===== src/rtl/fpga_bootloader_if.sv =====
// FTDI FIFO and FPGA slave-serial pins seen by the bootloader bridge.
interface fpga_bootloader_if;
  logic        ftdi_clk;
  logic [15:0] ftdi_data;
  logic        ftdi_rxf_n;
  logic        ftdi_rd_n;
  logic        ftdi_gpio_0;
  logic        ftdi_gpio_1;
  logic        fpga_program_b;
  logic        fpga_init_b;
  logic        fpga_done;
  logic        fpga_bl_clk;
  logic        fpga_bl_data;
  logic        dbg;

  modport slave (
    input  ftdi_clk, ftdi_data, ftdi_rxf_n, ftdi_gpio_0, ftdi_gpio_1,
    input  fpga_program_b, fpga_init_b, fpga_done,
    output ftdi_rd_n, fpga_bl_clk, fpga_bl_data, dbg
  );

  modport master (
    output ftdi_clk, ftdi_data, ftdi_rxf_n, ftdi_gpio_0, ftdi_gpio_1,
    output fpga_program_b, fpga_init_b, fpga_done,
    input  ftdi_rd_n, fpga_bl_clk, fpga_bl_data, dbg
  );
endinterface


===== src/rtl/fpga_bootloader.sv =====
// Bridges the FTDI 16-bit receive FIFO to a Xilinx slave-serial port: each word is
// shifted MSB first on CCLK/DIN, followed by EXTRA_CCLK trailing clocks once DONE rises.
module fpga_bootloader #(
  parameter int EXTRA_CCLK = 8
) (
  input  logic             clk,
  input  logic             rst,
  fpga_bootloader_if.slave bif
);
  typedef enum logic [2:0] {
    S_IDLE, S_WAIT_INIT, S_REQ, S_SHIFT, S_TRAIL, S_DONE
  } state_t;

  localparam int CW = (EXTRA_CCLK > 16) ? $clog2(EXTRA_CCLK) : 4;
  localparam logic [CW-1:0] BIT_LOAD   = CW'(15);
  localparam logic [CW-1:0] TRAIL_LOAD = CW'(EXTRA_CCLK - 1);

  // Sync bit order: {ftdi_clk, rxf_n, gpio_0, gpio_1, program_b, init_b, done}
  logic [6:0] meta_d, meta_q, sync_d, sync_q;
  logic       fclk_prev_d, fclk_prev_q;

  state_t        state_d, state_q;
  logic [15:0]   shreg_d, shreg_q;
  logic [CW-1:0] cnt_d, cnt_q;
  logic          phase_d, phase_q;
  logic          bl_clk_d, bl_clk_q;
  logic          bl_data_d, bl_data_q;
  logic          rd_n_d, rd_n_q;
  logic          start_trail;

  logic fclk_s, rxf_s, gpio0_s, gpio1_s, prog_s, init_s, done_s, fclk_rise;
  assign fclk_s    = sync_q[6];
  assign rxf_s     = sync_q[5];
  assign gpio0_s   = sync_q[4];
  assign gpio1_s   = sync_q[3];
  assign prog_s    = sync_q[2];
  assign init_s    = sync_q[1];
  assign done_s    = sync_q[0];
  assign fclk_rise = fclk_s & ~fclk_prev_q;

  always_comb begin
    meta_d      = {bif.ftdi_clk, bif.ftdi_rxf_n, bif.ftdi_gpio_0, bif.ftdi_gpio_1,
                   bif.fpga_program_b, bif.fpga_init_b, bif.fpga_done};
    sync_d      = meta_q;
    fclk_prev_d = fclk_s;
  end

  always_ff @(posedge clk or posedge rst) begin
    if (rst) begin
      meta_q      <= '0;
      sync_q      <= '0;
      fclk_prev_q <= 1'b0;
      state_q     <= S_IDLE;
      shreg_q     <= '0;
      cnt_q       <= '0;
      phase_q     <= 1'b0;
      bl_clk_q    <= 1'b0;
      bl_data_q   <= 1'b0;
      rd_n_q      <= 1'b1;
    end else begin
      meta_q      <= meta_d;
      sync_q      <= sync_d;
      fclk_prev_q <= fclk_prev_d;
      state_q     <= state_d;
      shreg_q     <= shreg_d;
      cnt_q       <= cnt_d;
      phase_q     <= phase_d;
      bl_clk_q    <= bl_clk_d;
      bl_data_q   <= bl_data_d;
      rd_n_q      <= rd_n_d;
    end
  end

  always_comb begin
    state_d     = state_q;
    shreg_d     = shreg_q;
    cnt_d       = cnt_q;
    phase_d     = phase_q;
    bl_clk_d    = bl_clk_q;
    bl_data_d   = bl_data_q;
    rd_n_d      = 1'b1;
    start_trail = 1'b0;
    case (state_q)
      S_IDLE: if (gpio0_s && prog_s) state_d = S_WAIT_INIT;
      S_WAIT_INIT: if (init_s && !done_s) state_d = S_REQ;
      S_REQ: begin
        if (!init_s) begin
          state_d = S_IDLE;
        end else if (done_s) begin
          start_trail = 1'b1;
        end else if (fclk_rise && !rxf_s && !rd_n_q) begin
          state_d   = S_SHIFT;
          shreg_d   = bif.ftdi_data;
          cnt_d     = BIT_LOAD;
          phase_d   = 1'b0;
          bl_clk_d  = 1'b0;
          bl_data_d = bif.ftdi_data[15];
        end else begin
          rd_n_d = rxf_s;
        end
      end
      S_SHIFT: begin
        if (!init_s) begin
          state_d = S_IDLE;
        end else if (!phase_q) begin
          phase_d  = 1'b1;
          bl_clk_d = 1'b1;
        end else begin
          phase_d  = 1'b0;
          bl_clk_d = 1'b0;
          if (cnt_q == '0) begin
            if (done_s) start_trail = 1'b1;
            else        state_d = S_REQ;
          end else begin
            cnt_d     = cnt_q - 1'b1;
            shreg_d   = {shreg_q[14:0], 1'b0};
            bl_data_d = shreg_q[14];
          end
        end
      end
      S_TRAIL: begin
        if (!phase_q) begin
          phase_d  = 1'b1;
          bl_clk_d = 1'b1;
        end else begin
          phase_d  = 1'b0;
          bl_clk_d = 1'b0;
          if (cnt_q == '0) state_d = S_DONE;
          else             cnt_d = cnt_q - 1'b1;
        end
      end
      S_DONE: begin
        bl_clk_d = 1'b0;
        if (!gpio0_s || !prog_s) state_d = S_IDLE;
      end
      default: state_d = S_IDLE;
    endcase

    if (start_trail) begin
      state_d   = S_TRAIL;
      cnt_d     = TRAIL_LOAD;
      phase_d   = 1'b0;
      bl_clk_d  = 1'b0;
      bl_data_d = 1'b1;
    end
    if (!prog_s || gpio1_s) state_d = S_IDLE;
    // Every path into IDLE drops the partial word and parks the pins.
    if (state_d == S_IDLE) begin
      shreg_d   = '0;
      cnt_d     = '0;
      phase_d   = 1'b0;
      bl_clk_d  = 1'b0;
      bl_data_d = 1'b0;
      rd_n_d    = 1'b1;
    end
  end

  assign bif.ftdi_rd_n    = rd_n_q;
  assign bif.fpga_bl_clk  = bl_clk_q;
  assign bif.fpga_bl_data = bl_data_q;
  assign bif.dbg          = (state_q == S_REQ) || (state_q == S_SHIFT);
endmodule


===== src/flat_wrapper.sv =====
// flat-port wrapper written by rule: the top's interface ports become plain ports
module fpga_bootloader_flat 
#(
  parameter int EXTRA_CCLK = 8
)
  (clk, rst, bif_ftdi_clk, bif_ftdi_data, bif_ftdi_rxf_n, bif_ftdi_gpio_0, bif_ftdi_gpio_1, bif_fpga_program_b, bif_fpga_init_b, bif_fpga_done, bif_ftdi_rd_n, bif_fpga_bl_clk, bif_fpga_bl_data, bif_dbg);
  fpga_bootloader_if bif_i ();
  input  logic clk;
  input  logic rst;
  input wire logic [$bits(bif_i.ftdi_clk)-1:0] bif_ftdi_clk;
  input wire logic [$bits(bif_i.ftdi_data)-1:0] bif_ftdi_data;
  input wire logic [$bits(bif_i.ftdi_rxf_n)-1:0] bif_ftdi_rxf_n;
  input wire logic [$bits(bif_i.ftdi_gpio_0)-1:0] bif_ftdi_gpio_0;
  input wire logic [$bits(bif_i.ftdi_gpio_1)-1:0] bif_ftdi_gpio_1;
  input wire logic [$bits(bif_i.fpga_program_b)-1:0] bif_fpga_program_b;
  input wire logic [$bits(bif_i.fpga_init_b)-1:0] bif_fpga_init_b;
  input wire logic [$bits(bif_i.fpga_done)-1:0] bif_fpga_done;
  output wire logic [$bits(bif_i.ftdi_rd_n)-1:0] bif_ftdi_rd_n;
  output wire logic [$bits(bif_i.fpga_bl_clk)-1:0] bif_fpga_bl_clk;
  output wire logic [$bits(bif_i.fpga_bl_data)-1:0] bif_fpga_bl_data;
  output wire logic [$bits(bif_i.dbg)-1:0] bif_dbg;
  assign bif_i.ftdi_clk = bif_ftdi_clk;
  assign bif_i.ftdi_data = bif_ftdi_data;
  assign bif_i.ftdi_rxf_n = bif_ftdi_rxf_n;
  assign bif_i.ftdi_gpio_0 = bif_ftdi_gpio_0;
  assign bif_i.ftdi_gpio_1 = bif_ftdi_gpio_1;
  assign bif_i.fpga_program_b = bif_fpga_program_b;
  assign bif_i.fpga_init_b = bif_fpga_init_b;
  assign bif_i.fpga_done = bif_fpga_done;
  assign bif_ftdi_rd_n = bif_i.ftdi_rd_n;
  assign bif_fpga_bl_clk = bif_i.fpga_bl_clk;
  assign bif_fpga_bl_data = bif_i.fpga_bl_data;
  assign bif_dbg = bif_i.dbg;
  fpga_bootloader #(.EXTRA_CCLK(EXTRA_CCLK)) u_core (.clk(clk), .rst(rst), .bif(bif_i));
endmodule

===== config.mk =====
export PLATFORM = sky130hd
export DESIGN_NAME = fpga_bootloader_flat
export DESIGN_NICKNAME = d
export VERILOG_FILES = /design/src/rtl/fpga_bootloader_if.sv /design/src/rtl/fpga_bootloader.sv /design/src/flat_wrapper.sv
export SDC_FILE = /design/constraint.sdc
export NUM_CORES = 1
export LEC_CHECK = 0
export BUFFER_PORTS_ARGS = -buffer_cell sky130_fd_sc_hd__buf_2
export CORE_MARGIN = 2
export CORE_UTILIZATION = 56
export DETAILED_ROUTE_END_ITERATION = 7
export GPL_TIMING_DRIVEN = 0
export PLACE_DENSITY_LB_ADDON = 0.3
export SLEW_MARGIN = 0
export SYNTH_ARGS = -nofsm -noshare
export SYNTH_HDL_FRONTEND = slang
export SYNTH_SLANG_ARGS = --single-unit

===== constraint.sdc =====
create_clock -name clk -period 2.2 [get_ports clk]
set_input_delay 0.22 -clock clk [delete_from_list [all_inputs] [get_ports clk]]
set_output_delay 0.22 -clock clk [all_outputs]
set_load 0.005 [all_outputs]

==> results by group <==
Logic synthesis
  – Synth async-reset ratio: 100%
  – Synth warn: 0
  – Post-Syn Area: 2040 um^2
  – Synthesized flop and latch total: 41
  – Post-synth top area share: about 49%
  – Primary FF master, synth: dfrtp_1
  – Average size of a mapped cell: roughly 12 um^2
  – Largest cells by area after synthesis: dfrtp_1, a211oi_2, mux2i_1, nor2_1, a21oi_1
  – Most common cell in the netlist: dfrtp_1
  – Cell taking the most area after synthesis: dfrtp_1
  – Post-synth net total: 198
  – Post-synth top cells: dfrtp_1, nor2_1, a211oi_2, mux2i_1, a21oi_1
  – Synth Instances: about 170
  – Sequential fraction of the synthesis area: 50.4%
  – Number of flops mapped to enable cells by yosys: 0
  – Netlist cell types: 45

Setup path
  – Delay-heaviest family, CP: compound AO/OA/AOI/OAI gates
  – Origin of the critical flop-to-flop path: u_core.cnt_q[0]
  – Critical path peak fanout: 10
  – Critical path launch point type: flop
  – Worst Reg-to-Reg Cells: 8
  – Endpoint class of the critical path: flop
  – Setup crit start: u_core.cnt_q[0]
  – Critical path data arrival time: approximately 2.4 ns
  – Critical Path RT: 2.48 ns
  – Kind of critical path: reg2reg
  – Cell count along the critical path: 8
  – Max incr delay on CP: 0.43 ns
  – Crit-path cells: inv_1, ha_1, and4bb_4, nor3b_2, o41ai_4, a31oi_4, buf_6, a211oi_2
  – WP buf/inv: 2
  – Slowest CP cell: dfrtp_1

Clock network
  – CTS H-tree depth: 2
  – CTS Buf Count: 5
  – CTS tree: yes
  – CTS root buffer: clkbuf_4
  – Clk Latency, worst-skew pair: 0.37 ns
  – Clock transition at path regs: 0.14 ns
  – Bufs on Longest Clock Path: 2
  – Sink Count: 41

Power
  – PwrDens: 539 nW/um^2
  – Clk pwr share: about a third
  – Seq pwr share: 60.2%
  – Power share of the combinational group: under 10%
  – Maximum vdd drop: between 0.5 and 0.6 mV
  – Internal power: between 900 and 1000 uW
  – Sw power: approximately 340 uW
  – Switching fraction of total power: a little over a quarter
  – P_leak: about 0.0012 uW

GRT
  – First-pass GRT wire length: about 6800 um
  – Total track usage: between 20% and 30%
  – Vias in the first global route: 1429
  – Initial antenna violation count: 0
  – GRT overflow: 0
  – Pin count of the biggest net entering global routing: 42

Run status
  – Run status: finished clean

Detailed routing
  – Starting DRT DRC Count: roughly 110
  – Routed Wire Length: about 4200 um
  – DRT antenna net count: 0
  – # DRC: 0
  – Avg WL per Cell: between 15 and 20 um
  – Drt pass-1 iters: 4
  – Vias: 1482
  – Post-DR vias/cell: between 5 and 6

Die
  – IO Pins: 29
  – Die height: ~64 um
  – Core ar.: 3420 um^2
  – Initial Util: 59.6%
  – Die width: roughly 64 um
  – Die area: 4140 um^2
  – Rows: 21

STA
  – Final Slew Violations: 0
  – Max_slew headroom: between 40 and 50%
  – Least-Margin Pin Slew: approximately 0.85 ns
  – Fmax: 476 MHz
  – Hold Fails Final Rpt: 0
  – Max Clock Skew: about 0.013 ns
  – RSZ-0062 raised after global routing: false
  – Total negative slack: 0 ns
  – Final min period: roughly 2.1 ns
  – Final setup viols: 0
  – Final Cycle Share: 95.5%

Finish
  – Post-route cell area: between 2000 and 2500 um^2
  – Multi-input gate area: slightly above 900 um^2
  – N_diodes: 0
  – Layout cell share with drive strength beyond 1: between 30% and 40%
  – Fin nets: approximately 240
  – Area Growth Syn to Fin: 17.5%
  – Filler cells: roughly 270
  – Reg area: about 1000 um^2

Place
  – Post-DP HPWL: 2830 um
  – Placed cell area: between 2000 and 2500 um^2
  – Input/output buffers: 28
  – Routability Congestion: slightly below 0.9

Worst hold path
  – Hold WC Path Type: in2async

Flow run
  – Maxcap violations: 0
==> sequential cells by signal, summed over array words and instances (netlist names) <==
register	cells
u_core.shreg_q	15
u_core.meta_q	7
u_core.sync_q	7
u_core.cnt_q	4
u_core.state_q	3
u_core.bif.fpga_bl_clk	1
u_core.bif.fpga_bl_data	1
u_core.bif.ftdi_rd_n	1
u_core.fclk_prev_q	1
u_core.phase_q	1
==> metal layers <==
| metal | vias up | track usage (%) | wire, um |
|---|---|---|---|
| met5 | - | 0 | 0 |
| met4 | 0 | 7.18 | 52 |
| met3 | 5 | 4.75 | 160 |
| met2 | 32 | 35.8 | 2150 |
| met1 | 736 | 28.9 | 1840 |
| li1 | 709 | - | - |
==> stage by stage <==
step	setup WS (ns)	hold slack, ns	instances	total power, uW	util [%]
finish	0.0997	0.00647	262	1290	70.1
global route	0.00678	0.0640	262	1330	70.1
CTS	0.0204	0.0141	261	1290	69.3
detailed placement	0.0571	0.329	246	871	65.4
global placement	0.0781	0.327	246	866	65.4
floorplan	0.319	0.251	172	836	-
==> power groups by stage <==
stage	Clock (uW)	Combinational [uW]	Sequential [uW]
after floorplan	0	48.4	788
after global placement	0	76.2	790
after CTS	427	89.4	777
after global routing	450	102	779
final	421	92.0	777
after detailed placement	0	79.4	791
==> final timing paths <==
kind,endpoint,slack [ns]
hold reg to reg,u_core.sync_q[1],0.37
min in group clk,u_core.shreg_q[0],0.11
setup / recovery,u_core.shreg_q[5],0.1
max in group asynchronous,u_core.shreg_q[9],1.65
setup reg to reg,u_core.shreg_q[5],0.1
hold / removal,u_core.meta_q[2],0.006
==> layout make-up <==
type	instances	share of cell area [%]
inverters	5	0.784
clock buffers	5	1.57
well taps	46	2.40
clock inverters	3	1.10
flip-flops and latches	41	42.9
plain buffers	10	3.19
repair buffers	36	9.10
multi-input cells	116	38.9
==> repair_timing <==
action                     in CTS  in global routing
buffers inserted                0                  1
hold endpoints to repair        7                  0
setup endpoints to repair       0                 20
hold buffers                    7                  0
resized for setup               0                  2
==> cell families after synthesis <==
kind of cell | Yosys count | synth area share (%)
buf+inv | 15 | 4.67
simple gates | 55 | 15.7
mux | 15 | 7.37
xor+xnor | 1 | 0.430
fa+ha+maj | 1 | 0.614
flops | 41 | 50.4
compound gates | 44 | 20.8
==> placed cells by master, fill, tap and decap left out, types with 2 or more instances in the layout <==
| cell type | netlist | layout |
|---|---|---|
| buf_6 | 3 | 3 |
| o31ai_1 | 2 | 2 |
| nor3_1 | 2 | 2 |
| nand2b_1 | 4 | 4 |
| dlygate4sd3_1 | 0 | 7 |
| inv_6 | 0 | 3 |
| nor2b_1 | 3 | 3 |
| a211oi_2 | 15 | 15 |
| o21ai_0 | 3 | 3 |
| nand3_1 | 4 | 4 |
| clkbuf_4 | 0 | 5 |
| nand4_1 | 2 | 2 |
| buf_4 | 3 | 4 |
| buf_2 | 4 | 32 |
| a311oi_1 | 2 | 2 |
| mux2i_1 | 15 | 15 |
| nor2_1 | 20 | 20 |
| dfrtp_1 | 40 | 40 |
| nand2_1 | 7 | 7 |
| inv_1 | 5 | 4 |
| a21oi_1 | 11 | 11 |
==> worst reg2reg max path: stages (launching register included) <==
cell and delay [ns]:
dfrtp_1 0.43, inv_1 0.07, ha_1 0.20, and4bb_4 0.30
nor3b_2 0.08, o41ai_4 0.38, a31oi_4 0.18, buf_6 0.21
a211oi_2 0.19
Note: power is estimated with default switching activity, not from simulation.
